--- config.mk ---
export PLATFORM = sky130hd
export DESIGN_NAME = spi_apb_seq
export DESIGN_NICKNAME = d
export VERILOG_FILES = /design/src/rtl/spi_apb_seq.sv
export SDC_FILE = /design/constraint.sdc
export NUM_CORES = 1
export LEC_CHECK = 0
export CAP_MARGIN = 20
export CORE_MARGIN = 2
export CORE_UTILIZATION = 39
export CTS_BUF_LIST = sky130_fd_sc_hd__clkbuf_16
export DETAILED_ROUTE_END_ITERATION = 10
export GPL_ROUTABILITY_DRIVEN = 0
export PLACE_DENSITY = 0.92
export SLEW_MARGIN = 5
export SYNTH_ARGS = -nofsm -noshare
export SYNTH_HDL_FRONTEND = slang
export SYNTH_SLANG_ARGS = --single-unit
--- constraint.sdc ---
create_clock -name clk -period 2.3 [get_ports clk]
set_input_delay 0.46 -clock clk [delete_from_list [all_inputs] [get_ports clk]]
set_output_delay 0.46 -clock clk [all_outputs]
set_load 0.01 [all_outputs]
--- src/rtl/spi_apb_seq.sv ---
// spi_apb_seq: APB master sequencer for an SPI controller.
// After reset it writes the mode register once. It then accepts one tx word
// at a time, writes it to the transmit register, polls the event register
// until receive data is available, reads the receive register and presents
// the result on the rx stream.
// Optional build macro SPI_APB_SEQ_TIMEOUT_EN adds a poll budget of POLL_MAX
// event reads per word. When the budget runs out, the sticky err flag is set
// and the word is dropped.
module spi_apb_seq #(
    parameter logic [31:0] MODE_WORD = 32'h0300_C000,
    parameter int unsigned POLL_MAX  = 1024
) (
    input  logic        clk,
    input  logic        rst,
    input  logic        tx_valid,
    output logic        tx_ready,
    input  logic [31:0] tx_data,
    output logic        rx_valid,
    input  logic        rx_ready,
    output logic [31:0] rx_data,
    output logic        apb_psel,
    output logic        apb_penable,
    output logic        apb_pwrite,
    output logic [31:0] apb_paddr,
    output logic [31:0] apb_pwdata,
    input  logic [31:0] apb_prdata,
    input  logic        apb_pready,
    output logic        busy,
    output logic        err
);

    localparam logic [31:0] ADDR_MODE  = 32'h0000_0020;
    localparam logic [31:0] ADDR_EVENT = 32'h0000_0024;
    localparam logic [31:0] ADDR_TX    = 32'h0000_0030;
    localparam logic [31:0] ADDR_RX    = 32'h0000_0034;
    localparam int unsigned NE_BIT     = 9;

    localparam logic [3:0] INIT_S = 4'd0;
    localparam logic [3:0] INIT_A = 4'd1;
    localparam logic [3:0] IDLE   = 4'd2;
    localparam logic [3:0] TX_S   = 4'd3;
    localparam logic [3:0] TX_A   = 4'd4;
    localparam logic [3:0] POLL_S = 4'd5;
    localparam logic [3:0] POLL_A = 4'd6;
    localparam logic [3:0] RX_S   = 4'd7;
    localparam logic [3:0] RX_A   = 4'd8;
    localparam logic [3:0] RX_OUT = 4'd9;

    logic [3:0]  state_q, state_d;
    logic [31:0] tx_word_q, tx_word_d;
    logic [31:0] rx_data_q, rx_data_d;

`ifdef SPI_APB_SEQ_TIMEOUT_EN
    localparam int unsigned CNT_W = $clog2(POLL_MAX + 1);

    logic [CNT_W-1:0] poll_cnt_q, poll_cnt_d;
    logic             err_q, err_d;
`else
    // A zero poll budget would be meaningless; nothing is built either way.
    if (POLL_MAX == 0) begin : g_no_poll_budget
    end
`endif

    // Next-state, word capture and rx data capture.
    always_comb begin
        state_d   = state_q;
        tx_word_d = tx_word_q;
        rx_data_d = rx_data_q;
`ifdef SPI_APB_SEQ_TIMEOUT_EN
        poll_cnt_d = poll_cnt_q;
        err_d      = err_q;
`endif
        case (state_q)
            INIT_S: state_d = INIT_A;
            INIT_A: if (apb_pready) state_d = IDLE;
            IDLE: begin
                if (tx_valid) begin
                    tx_word_d = tx_data;
                    state_d   = TX_S;
                end
            end
            TX_S: state_d = TX_A;
            TX_A: begin
`ifdef SPI_APB_SEQ_TIMEOUT_EN
                poll_cnt_d = '0;
`endif
                if (apb_pready) state_d = POLL_S;
            end
            POLL_S: state_d = POLL_A;
            POLL_A: begin
                if (apb_pready) begin
`ifdef SPI_APB_SEQ_TIMEOUT_EN
                    poll_cnt_d = poll_cnt_q + CNT_W'(1);
`endif
                    if (apb_prdata[NE_BIT]) begin
                        state_d = RX_S;
                    end else begin
`ifdef SPI_APB_SEQ_TIMEOUT_EN
                        // Data available on the final allowed poll still wins.
                        if (poll_cnt_q == CNT_W'(POLL_MAX - 1)) begin
                            err_d   = 1'b1;
                            state_d = IDLE;
                        end else begin
                            state_d = POLL_S;
                        end
`else
                        state_d = POLL_S;
`endif
                    end
                end
            end
            RX_S: state_d = RX_A;
            RX_A: begin
                if (apb_pready) begin
                    rx_data_d = apb_prdata;
                    state_d   = RX_OUT;
                end
            end
            RX_OUT: if (rx_ready) state_d = IDLE;
            default: state_d = INIT_S;
        endcase
    end

    // State and data registers with synchronous reset.
    always_ff @(posedge clk) begin
        if (rst) begin
            state_q   <= INIT_S;
            tx_word_q <= '0;
            rx_data_q <= '0;
        end else begin
            state_q   <= state_d;
            tx_word_q <= tx_word_d;
            rx_data_q <= rx_data_d;
        end
    end

`ifdef SPI_APB_SEQ_TIMEOUT_EN
    // Poll budget counter and sticky timeout flag.
    always_ff @(posedge clk) begin
        if (rst) begin
            poll_cnt_q <= '0;
            err_q      <= 1'b0;
        end else begin
            poll_cnt_q <= poll_cnt_d;
            err_q      <= err_d;
        end
    end

    assign err = err_q;
`else
    assign err = 1'b0;
`endif

    // APB master outputs decoded from state. While rst is high they are
    // forced to zero, so an interrupted transfer drops at the reset edge.
    always_comb begin
        apb_psel    = 1'b0;
        apb_penable = 1'b0;
        apb_pwrite  = 1'b0;
        apb_paddr   = '0;
        apb_pwdata  = '0;
        if (!rst) begin
            case (state_q)
                INIT_S, INIT_A: begin
                    apb_psel    = 1'b1;
                    apb_penable = (state_q == INIT_A);
                    apb_pwrite  = 1'b1;
                    apb_paddr   = ADDR_MODE;
                    apb_pwdata  = MODE_WORD;
                end
                TX_S, TX_A: begin
                    apb_psel    = 1'b1;
                    apb_penable = (state_q == TX_A);
                    apb_pwrite  = 1'b1;
                    apb_paddr   = ADDR_TX;
                    apb_pwdata  = tx_word_q;
                end
                POLL_S, POLL_A: begin
                    apb_psel    = 1'b1;
                    apb_penable = (state_q == POLL_A);
                    apb_paddr   = ADDR_EVENT;
                end
                RX_S, RX_A: begin
                    apb_psel    = 1'b1;
                    apb_penable = (state_q == RX_A);
                    apb_paddr   = ADDR_RX;
                end
                default: ;
            endcase
        end
    end

    assign tx_ready = (state_q == IDLE);
    assign rx_valid = (state_q == RX_OUT);
    assign rx_data  = rx_data_q;
    assign busy     = (state_q != IDLE);

endmodule

==> flow_metrics.env, run 1 <==
export IMPL_wl_mm=8.96
export IMPL_maxCapViolCount=0
export IMPL_place_inst=646
export IMPL_yosys_area_top_type="dfxtp_1"
export IMPL_min_delay_start="rx_data[2]"
export IMPL_root_buffer="clkbuf_16"
export IMPL_syn_cell_area_sq_um=3190
export IMPL_leakage_uw=0.00200
export IMPL_p_per_area_nw_per_um2=892
export IMPL_dr_pass1_iters=5
export IMPL_ys_seq_area_share_pct=42.6
export IMPL_critPathRequiredTime_ns=1.84
export IMPL_end_kind="primary output"
export IMPL_path_cells="or3b_1 -> o21a_1 -> nor3_4 -> buf_6 -> buf_16 -> buf_6 -> and2_4 -> buf_6"
export IMPL_skew_ns=0.00582
export IMPL_yosysTopAreaCellShare_pct=42.6
export IMPL_rsz0062_at_grt="yes"
export IMPL_layout_nets=635
export IMPL_synth_area_leaders="dfxtp_1, nand2_1, a21oi_1"
export IMPL_grt_overflow=0
export IMPL_outcome="complete, but fails checks"
export IMPL_crit_family="simple AND/OR/NAND/NOR gates"
export IMPL_stdcell_area_sq_um=5020
export IMPL_antenna_found_initial=0
export IMPL_fp_dieH_um=94.5
export IMPL_drv_slew=0
export IMPL_grt_pass1_vias=3031
export IMPL_hp_class="flop to flop"
export IMPL_reg2reg_from="state_q[0]"
export IMPL_core_sq_um=8090
export IMPL_avgSynthCellArea_sq_um=7.73
export IMPL_path_buf_inv=4
export IMPL_io_pins=172
export IMPL_drtIter0Drc=105
export IMPL_critPathKind="flop to primary output"
export IMPL_slowest_delay_ns=0.39
export IMPL_rows=33
export IMPL_synth_cell_types=38
export IMPL_htree_num_levels=3
export IMPL_clock_sinks=68
export IMPL_setup_viol=15
export IMPL_path_max_fanout=6
export IMPL_clk_path_buf_depth=2
export IMPL_min_period_ns=2.40
export IMPL_ir_drop_v=0.000500
export IMPL_die_x_um=94.5
export IMPL_syn_instance_count=413
export IMPL_die_area_sq_um=8930
export IMPL_dp_hpwl_mm=6.10
export IMPL_grt_pass1_wl_mm=14.0
export IMPL_critPathMostFrequentCell="buf_6"
export IMPL_fillers=671
export IMPL_setup_tns_ns=-0.722
export IMPL_initial_core_util_pct=39.5
export IMPL_clk_pin_slew_ns=0.05
export IMPL_hold_viol_final=0
export IMPL_yosys_register_bits=68
export IMPL_grt_max_degree=35
export IMPL_routed_via_density=4.71
export IMPL_cp_arrival_ns=1.94
export IMPL_layout_setup_ws_ns=-0.0978
export IMPL_fin_crit_sh_pct=104
export IMPL_wl_per_cell_um=13.3
export IMPL_yosysWarnings=0
export IMPL_clkLatencyLatePin_ns=0.32
export IMPL_critPathLaunchType="flop"
export IMPL_port_buffers=141
export IMPL_violations="setup timing"
export IMPL_drive_above_1_share_pct=19.1
export IMPL_fmax_mhz=417
export IMPL_holdBufCountCts=0
export IMPL_placed_area_sq_um=4570
export IMPL_cts_tree="built"
export IMPL_ant_nets=0
export IMPL_n_antenna_cell=0
export IMPL_cts_buffers=9
export IMPL_drc=0
export IMPL_cpMaxStageDelayCell="or3b_1"
export IMPL_areaGrowthSynthToFinish_pct=57.3
export IMPL_final_cells=676
export IMPL_vias=3184
export IMPL_timing_critical_path_from="state_q[1]"
export IMPL_groute_usage_overall_pct=19.8
## worst register-to-register path, cell delays in order, from the launching register on
cell,delay (ns)
dfxtp_1,0.31
buf_6,0.14
buf_4,0.17
nor4b_4,0.29
buf_4,0.16
and2_1,0.11
buf_4,0.30
nand2_1,0.12
a21oi_1,0.20
## flip-flops by register name (all words and copies together), names as in the netlist
register and count:
rx_data 32, tx_word_q 32, state_q 4
## cells in the final DEF (no fill, tap or decap), types with 13 or more instances in the layout
master           synthesis  routed
clkdlybuf4s50_1          0      99
dfxtp_1                 68      67
nor2_1                  15      14
buf_2                    1      18
and2_4                   0      13
a21oi_1                 68      68
conb_1                   1      30
and2_1                  29      16
buf_6                    9      19
buf_4                   33      23
nand2_1                131     130
## through the flow
stage	power, uW	hold WS, ns	setup WS (ns)	util (%)
finish	4480	0.452	-0.0978	62.1
global route	4770	0.466	-0.185	62.1
CTS	4490	0.450	-0.142	60.8
detailed placement	2980	0.442	-0.0129	56.5
global placement	2920	0.438	0.0345	56.5
floorplan	2380	0.432	0.356	-
## cell type report
cell class | instances | area (sq um) | share of cell area, %
repair buffers | 173 | 1650 | 32.7
well taps | 105 | 131 | 2.61
multi-input cells | 310 | 1560 | 31.1
flip-flops and latches | 68 | 1360 | 27.1
clock inverters | 7 | 83.8 | 1.67
clock buffers | 9 | 225 | 4.48
inverters | 4 | 15.0 | 0.299
## what timing repair did
item / 4_1_cts / 5_1_grt
pin swaps: 3 / 13
setup endpoints to repair: 38 / 37
cloned: 2 / 0
setup buffers: 10 / 3
resized for setup: 139 / 48
## worst paths after layout
check,endpoint,slack (ns),cells after the start
max,apb_pwdata[3],-0.1,8
min,rx_data[2],0.45,2
max reg2reg,tx_word_q[1],0.40,8
min reg2reg,rx_data[2],0.45,2
## report_power, final
part           switching (uW)  internal (uW)  total [uW]
Sequential               79.1           1330        1410
Clock                     458            934        1390
Combinational             859            825        1680
Total                    1400           3090        4480
## cell families after synthesis
| group | Yosys count | share of synthesized area [%] |
|---|---|---|
| flip-flops | 68 | 42.6 |
| XOR/XNOR | 1 | 0.274 |
| AND/OR/NAND/NOR | 196 | 29.5 |
| AO/OA/AOI/OAI | 83 | 13.9 |
| buffers and inverters | 64 | 13.6 |
| other | 1 | 0.117 |
## Yosys cell counts
cell type	n
a211oi_1	1
a21oi_1	68
a21oi_2	2
a311oi_1	1
and2_1	29
buf_1	1
buf_2	1
buf_4	33
buf_6	9
clkbuf_1	16
conb_1	1
dfxtp_1	68
inv_1	4
nand2_1	131
nand2b_1	1
nand3b_1	1
nand4b_1	2
nor2_1	15
nor2_4	1
nor3_1	4
nor3_4	1
nor3b_1	2
nor4_1	1
nor4b_1	1
nor4b_2	1
nor4b_4	2
nor4bb_1	1
o21a_1	1
o21ai_0	5
o21ai_1	1
o21ba_2	1
o21bai_1	1
o31a_1	1
o31ai_1	1
or3b_1	1
or3b_2	1
or4b_4	1
xor2_1	1
## per-layer routing
layer  global-route usage, %  wire length, um  vias to the layer above
met1                    21.8             3460                     1458
met3                    7.02              798                       12
li1                        -                -                     1585
met2                    35.6             4580                      129
met5                       0                0                        -
met4                    6.28              122                        0
Power figures use the tool's default switching activity.
==> run 2, diff against run 1 <==
Settings changed: ABC_CLOCK_PERIOD_IN_PS from default to 2300, SETUP_SLACK_MARGIN from default to 0.1.
==> run 2 against run 1 <==
  * Utilization up 1.3 points
  * Via count hardly changed
  * First-iteration DRC count decreased by 5.7%
  * Setup slack gained 0.0023 ns
  * Non-clock buffer count decreased by 1
  * Sequential cell count unchanged
  * Sequential power is essentially flat
  * The flow still finishes with violations (setup timing)
  * Critical path depth unchanged
  * Sequential share of layout area decreased by 0.56 points
  * Register-to-register slack better by 0.07 ns
==> flow_metrics.env, run 2 (synthesis gave the netlist of run 1 again) <==
export IMPL_outcome="complete, but fails checks"
export IMPL_violations="setup timing"
export IMPL_areaGrowthSynthToFinish_pct=60.6
export IMPL_drv_slew=0
export IMPL_dr_pass1_iters=4
export IMPL_final_common_cell="nand2_1"
export IMPL_leakage_uw=0.00201
export IMPL_use_met1_pct=21.4
export IMPL_drive_above_1_share_pct=21.4
export IMPL_hold_viol_final=0
export IMPL_ir_drop_v=0.000509
export IMPL_drc=0
export IMPL_p_per_area_nw_per_um2=883
export IMPL_min_period_ns=2.40
export IMPL_total_power_uw=4530
export IMPL_layout_nets=634
export IMPL_cts_tree="built"
export IMPL_critPathKind="flop to primary output"
export IMPL_cp_arrival_ns=1.94
export IMPL_grt_pass1_vias=2985
export IMPL_die_area_sq_um=8930
export IMPL_layout_common_cells="nand2_1, clkdlybuf4s50_1, a21oi_1, dfxtp_1"
export IMPL_clk_path_buf_depth=2
export IMPL_port_buffers=141
export IMPL_dp_hpwl_mm=6.10
export IMPL_clk_pin_slew_ns=0.05
export IMPL_setup_tns_ns=-0.690
export IMPL_critPathLaunchType="flop"
export IMPL_root_buffer="clkbuf_16"
export IMPL_critPathRequiredTime_ns=1.84
export IMPL_fin_crit_sh_pct=104
export IMPL_hold_path_end="rx_data[2]"
export IMPL_rrSetupSlack_ns=0.47
export IMPL_skew_ns=0.00536
export IMPL_groute_usage_overall_pct=19.1
export IMPL_end_kind="primary output"
export IMPL_core_sq_um=8090
export IMPL_path_max_fanout=5
export IMPL_rows=33
export IMPL_use_met3_pct=6.86
export IMPL_min_path_cells=2
export IMPL_drtIter0Drc=99
export IMPL_layout_setup_ws_ns=-0.0955
export IMPL_grt_pass1_wl_mm=13.5
export IMPL_grt_overflow=0
export IMPL_routed_via_density=4.72
export IMPL_n_antenna_cell=0
export IMPL_wl_per_cell_um=13.4
export IMPL_initial_core_util_pct=39.5
export IMPL_clkLatencyLatePin_ns=0.32
export IMPL_r2r_end="rx_data[12]"
export IMPL_rsz0062_at_grt="yes"
export IMPL_antenna_found_initial=0
export IMPL_ant_nets=0
export IMPL_busiest_layer="met2"
export IMPL_grt_max_degree=35
export IMPL_reg2reg_from="state_q[0]"
export IMPL_min_delay_start="rx_data[2]"
export IMPL_cts_buffers=9
export IMPL_htree_num_levels=3
export IMPL_maxCapViolCount=0
export IMPL_vias=3186
export IMPL_ff2ff_path_depth=7
export IMPL_fp_dieH_um=94.5
export IMPL_hp_class="flop to flop"
export IMPL_fmax_mhz=417
export IMPL_die_x_um=94.5
export IMPL_io_pins=172
export IMPL_wl_mm=9.04
export IMPL_setup_viol=22
export IMPL_use_met2_pct=33.6
export IMPL_clock_sinks=68
-- run 2: cell types whose count changed in the layout (fill, tap and decap cells not counted), sizes merged --
cell and change:
buf -1, dlygate4sd2 +3, dlymetal6s2s -2, clkbuf +1, clkdlybuf4s15 -2
-- run 2: per-layer routing --
layer | vias to the layer above | part of all wire, %
met5 | - | 0
met4 | 0 | 1.4
met3 | 12 | 9.1
met2 | 129 | 51
met1 | 1467 | 39
li1 | 1578 | -
-- run 2: how the worst max path moves through the flow --
stage / startpoint / end / cells past startpoint
floorplan: state_q[2] / apb_pwdata[10] / 6
global placement: state_q[0] / apb_pwdata[3] / 6
detailed placement: state_q[0] / apb_pwdata[24] / 6
CTS: state_q[0] / apb_pwdata[3] / 7
global route: state_q[1] / apb_pwdata[4] / 8
finish: state_q[1] / apb_pwdata[4] / 8
-- run 2: cell type report --
class | count | area (sq um)
fill | 654 | 2960
timing repair buffer | 172 | 1720
multi-input combinational | 310 | 1600
sequential | 68 | 1360
clock buffer | 9 | 225
tap | 105 | 131
clock inverter | 7 | 83.8
inverter | 4 | 15.0
-- run 2: where the power goes --
part / internal, uW / total, uW / switching [uW]
clock: 934 / 1390 / 458
sequential: 1330 / 1410 / 83.7
combinational: 849 / 1730 / 876
-- run 2: worst max-delay path, stage by stage (launching register included) --
cell     delay, ns
dfxtp_2       0.32
or3b_1        0.39
o21a_1        0.15
nor3_4        0.16
buf_6         0.16
buf_16        0.11
buf_12        0.10
and2_4        0.13
buf_6         0.09
-- run 2: what timing repair did --
item	4_1_cts	5_1_grt
setup endpoints to repair	41	37
gates resized for setup	131	79
pin swaps	3	22
hold buffers	0	0
buffers inserted	6	4
gates cloned	1	2
-- run 2: metrics by stage --
stage	hold slack [ns]	instances	instance area, sq um	utilization (%)	setup WS, ns
2_1_floorplan	0.432	442	3300	-	0.356
3_3_place_gp	0.438	646	4570	56.5	0.0345
3_5_place_dp	0.442	646	4570	56.5	-0.0129
4_1_cts	0.450	669	4900	60.5	-0.143
5_1_grt	0.466	675	5130	63.4	-0.180
6_report	0.452	675	5130	63.4	-0.0955
==> run 3, diff against run 2 <==
Settings changed: CORE_UTILIZATION 39 to 60, DONT_BUFFER_PORTS from default to 1, PLACE_DENSITY 0.92 to 0.88.
==> run 3 against run 2 <==
  * Utilization is 1.8 points higher
  * Highest routed layer unchanged
  * The flow now finishes without violations
  * Die area is 34% lower
  * Critical endpoint is now apb_pwdata[10]
  * Global-route usage is 2.3 points higher
  * First-iteration DRC count is 18% lower
  * Clock power is 10% lower
  * Maximum frequency is 11% higher
  * Largest cell class is now multi-input combinational cells
==> flow_metrics.env, run 3 (synthesis gave the netlist of run 1 again) <==
export IMPL_outcome="complete, no violations"
export IMPL_fillers=444
export IMPL_critPathKind="flop to primary output"
export IMPL_internal_power_uw=2490
export IMPL_end_kind="primary output"
export IMPL_die_x_um=77.0
export IMPL_groute_usage_overall_pct=21.3
export IMPL_slowest_delay_ns=0.38
export IMPL_ant_nets=0
export IMPL_power_switching_uw=1200
export IMPL_setup_tns_ns=0
export IMPL_rsz0062_at_grt="yes"
export IMPL_die_area_sq_um=5920
export IMPL_finalCoreUtilization_pct=65.2
export IMPL_holdBufCountCts=0
export IMPL_clock_sinks=68
export IMPL_clk_path_buf_depth=2
export IMPL_hold_viol_final=0
export IMPL_rrSetupSlack_ns=0.47
export IMPL_path_max_fanout=28
export IMPL_tightest_slew_ns=0.506
export IMPL_leakage_uw=0.00119
export IMPL_drive_above_1_share_pct=7.39
export IMPL_root_buffer="clkbuf_16"
export IMPL_dr_pass1_iters=4
export IMPL_hp_class="input pin to flop"
export IMPL_setup_viol=0
export IMPL_layout_common_cells="nand2_1, a21oi_1, dfxtp_1, conb_1, and2_1"
export IMPL_fmax_mhz=464
export IMPL_layout_nets=471
export IMPL_seqCellArea_sq_um=1360
export IMPL_ir_drop_v=0.000685
export IMPL_cpMaxStageDelayCell="or3b_1"
export IMPL_max_slew_margin_pct=66.1
export IMPL_multi_input_area_sq_um=1520
export IMPL_port_buffers=0
export IMPL_initial_core_util_pct=62.5
export IMPL_skew_ns=0.00397
export IMPL_p_comb_share_pct=26.9
export IMPL_grt_pass1_vias=2336
export IMPL_grt_pass1_wl_mm=10.3
export IMPL_p_seq_share_pct=39.2
export IMPL_cts_buffers=9
export IMPL_areaGrowthSynthToFinish_pct=4.19
export IMPL_vias=2512
export IMPL_met3_length_um=624
export IMPL_antenna_found_initial=0
export IMPL_clkLatencyLatePin_ns=0.31
export IMPL_rows=26
export IMPL_drv_slew=0
export IMPL_dp_hpwl_mm=4.56
export IMPL_min_period_ns=2.15
export IMPL_grt_overflow=0
export IMPL_critPathRequiredTime_ns=1.84
export IMPL_io_pins=172
export IMPL_p_per_area_nw_per_um2=1110
export IMPL_maxCapViolCount=0
export IMPL_critPathLaunchType="flop"
export IMPL_n_antenna_cell=0
export IMPL_fin_crit_sh_pct=93.7
export IMPL_htree_num_levels=3
export IMPL_clk_pin_slew_ns=0.05
export IMPL_cp_arrival_ns=1.69
export IMPL_routed_top_layer="met4"
export IMPL_wl_mm=6.48
export IMPL_met2_length_mm=3.12
export IMPL_final_common_cell="nand2_1"
export IMPL_p_clk_share_pct=33.9
export IMPL_routedLengthMet1_mm=2.65
export IMPL_path_buf_inv=1
export IMPL_drtIter0Drc=81
export IMPL_routed_via_density=5.28
export IMPL_cts_tree="built"
export IMPL_core_sq_um=5110
export IMPL_switching_share_pct=32.5
export IMPL_grt_max_degree=76
export IMPL_drc=0
export IMPL_crit_family="simple AND/OR/NAND/NOR gates"
export IMPL_wl_per_cell_um=13.6
export IMPL_fp_dieH_um=77.0
export IMPL_path_cells="or3b_1 -> o21a_1 -> nor3_4 -> buf_8 -> and2_1"
==> run 3: cell count changes in the layout (fill, tap and decap cells not counted), sizes merged <==
cell,before,now
dlymetal6s2s,1,0
clkinvlp,1,0
dlygate4sd2,5,0
clkdlybuf4s50,99,0
bufinv,2,1
buf,63,9
clkinv,2,3
clkbuf,13,9
==> run 3: power groups by stage <==
stage | clock, uW | combinational (uW) | sequential [uW]
floorplan | 0 | 942 | 1430
global placement | 0 | 948 | 1450
detailed placement | 0 | 980 | 1460
CTS | 1280 | 983 | 1440
global route | 1330 | 1110 | 1460
finish | 1250 | 991 | 1440
==> run 3: path summary, 6_finish.rpt <==
check | start | endpoint | cells past startpoint
min reg2reg | tx_word_q[0] | tx_word_q[0] | 2
min | rst | tx_word_q[15] | 1
max reg2reg | state_q[3] | tx_word_q[12] | 6
max | state_q[1] | apb_pwdata[10] | 5
==> run 3: worst reg2reg max path, stage by stage (launching register included) <==
cell	delay [ns]
dfxtp_1	0.38
buf_4	0.22
nor4b_4	0.41
and2_1	0.18
buf_4	0.30
nand2_1	0.12
a21oi_1	0.15
==> run 3: metrics by stage <==
step	worst slack (ns)	std cells	hold slack (ns)	total power (uW)	cell area [sq um]
after floorplan	0.356	442	0.432	2380	3300
after global placement	0.487	461	0.431	2400	3040
after detailed placement	0.416	461	0.439	2440	3040
after CTS	0.115	476	0.204	3700	3320
after global routing	0.0559	476	0.199	3900	3330
final	0.146	476	0.214	3690	3330
==> run 3: what timing repair did <==
action | CTS | global route
resized for setup | 1 | 4
buffers inserted | 0 | 0
gates cloned | 0 | 0
endpoints found under the setup margin | 28 | 34
==> run 3: routing by layer <==
| layer | up-vias | track usage [%] |
|---|---|---|
| li1 | 1251 | - |
| met1 | 1139 | 24.5 |
| met2 | 112 | 36.8 |
| met3 | 10 | 6.47 |
| met4 | 0 | 8.73 |
| met5 | - | 0 |
==> run 3: area by class of cell <==
cell class                 count  share of cell area (%)
multi-input combinational    310                    45.5
sequential                    68                    40.9
clock buffer                   9                    6.77
tap                           70                    2.63
timing repair buffer           9                    2.26
clock inverter                 6                    1.47
inverter                       4                   0.451
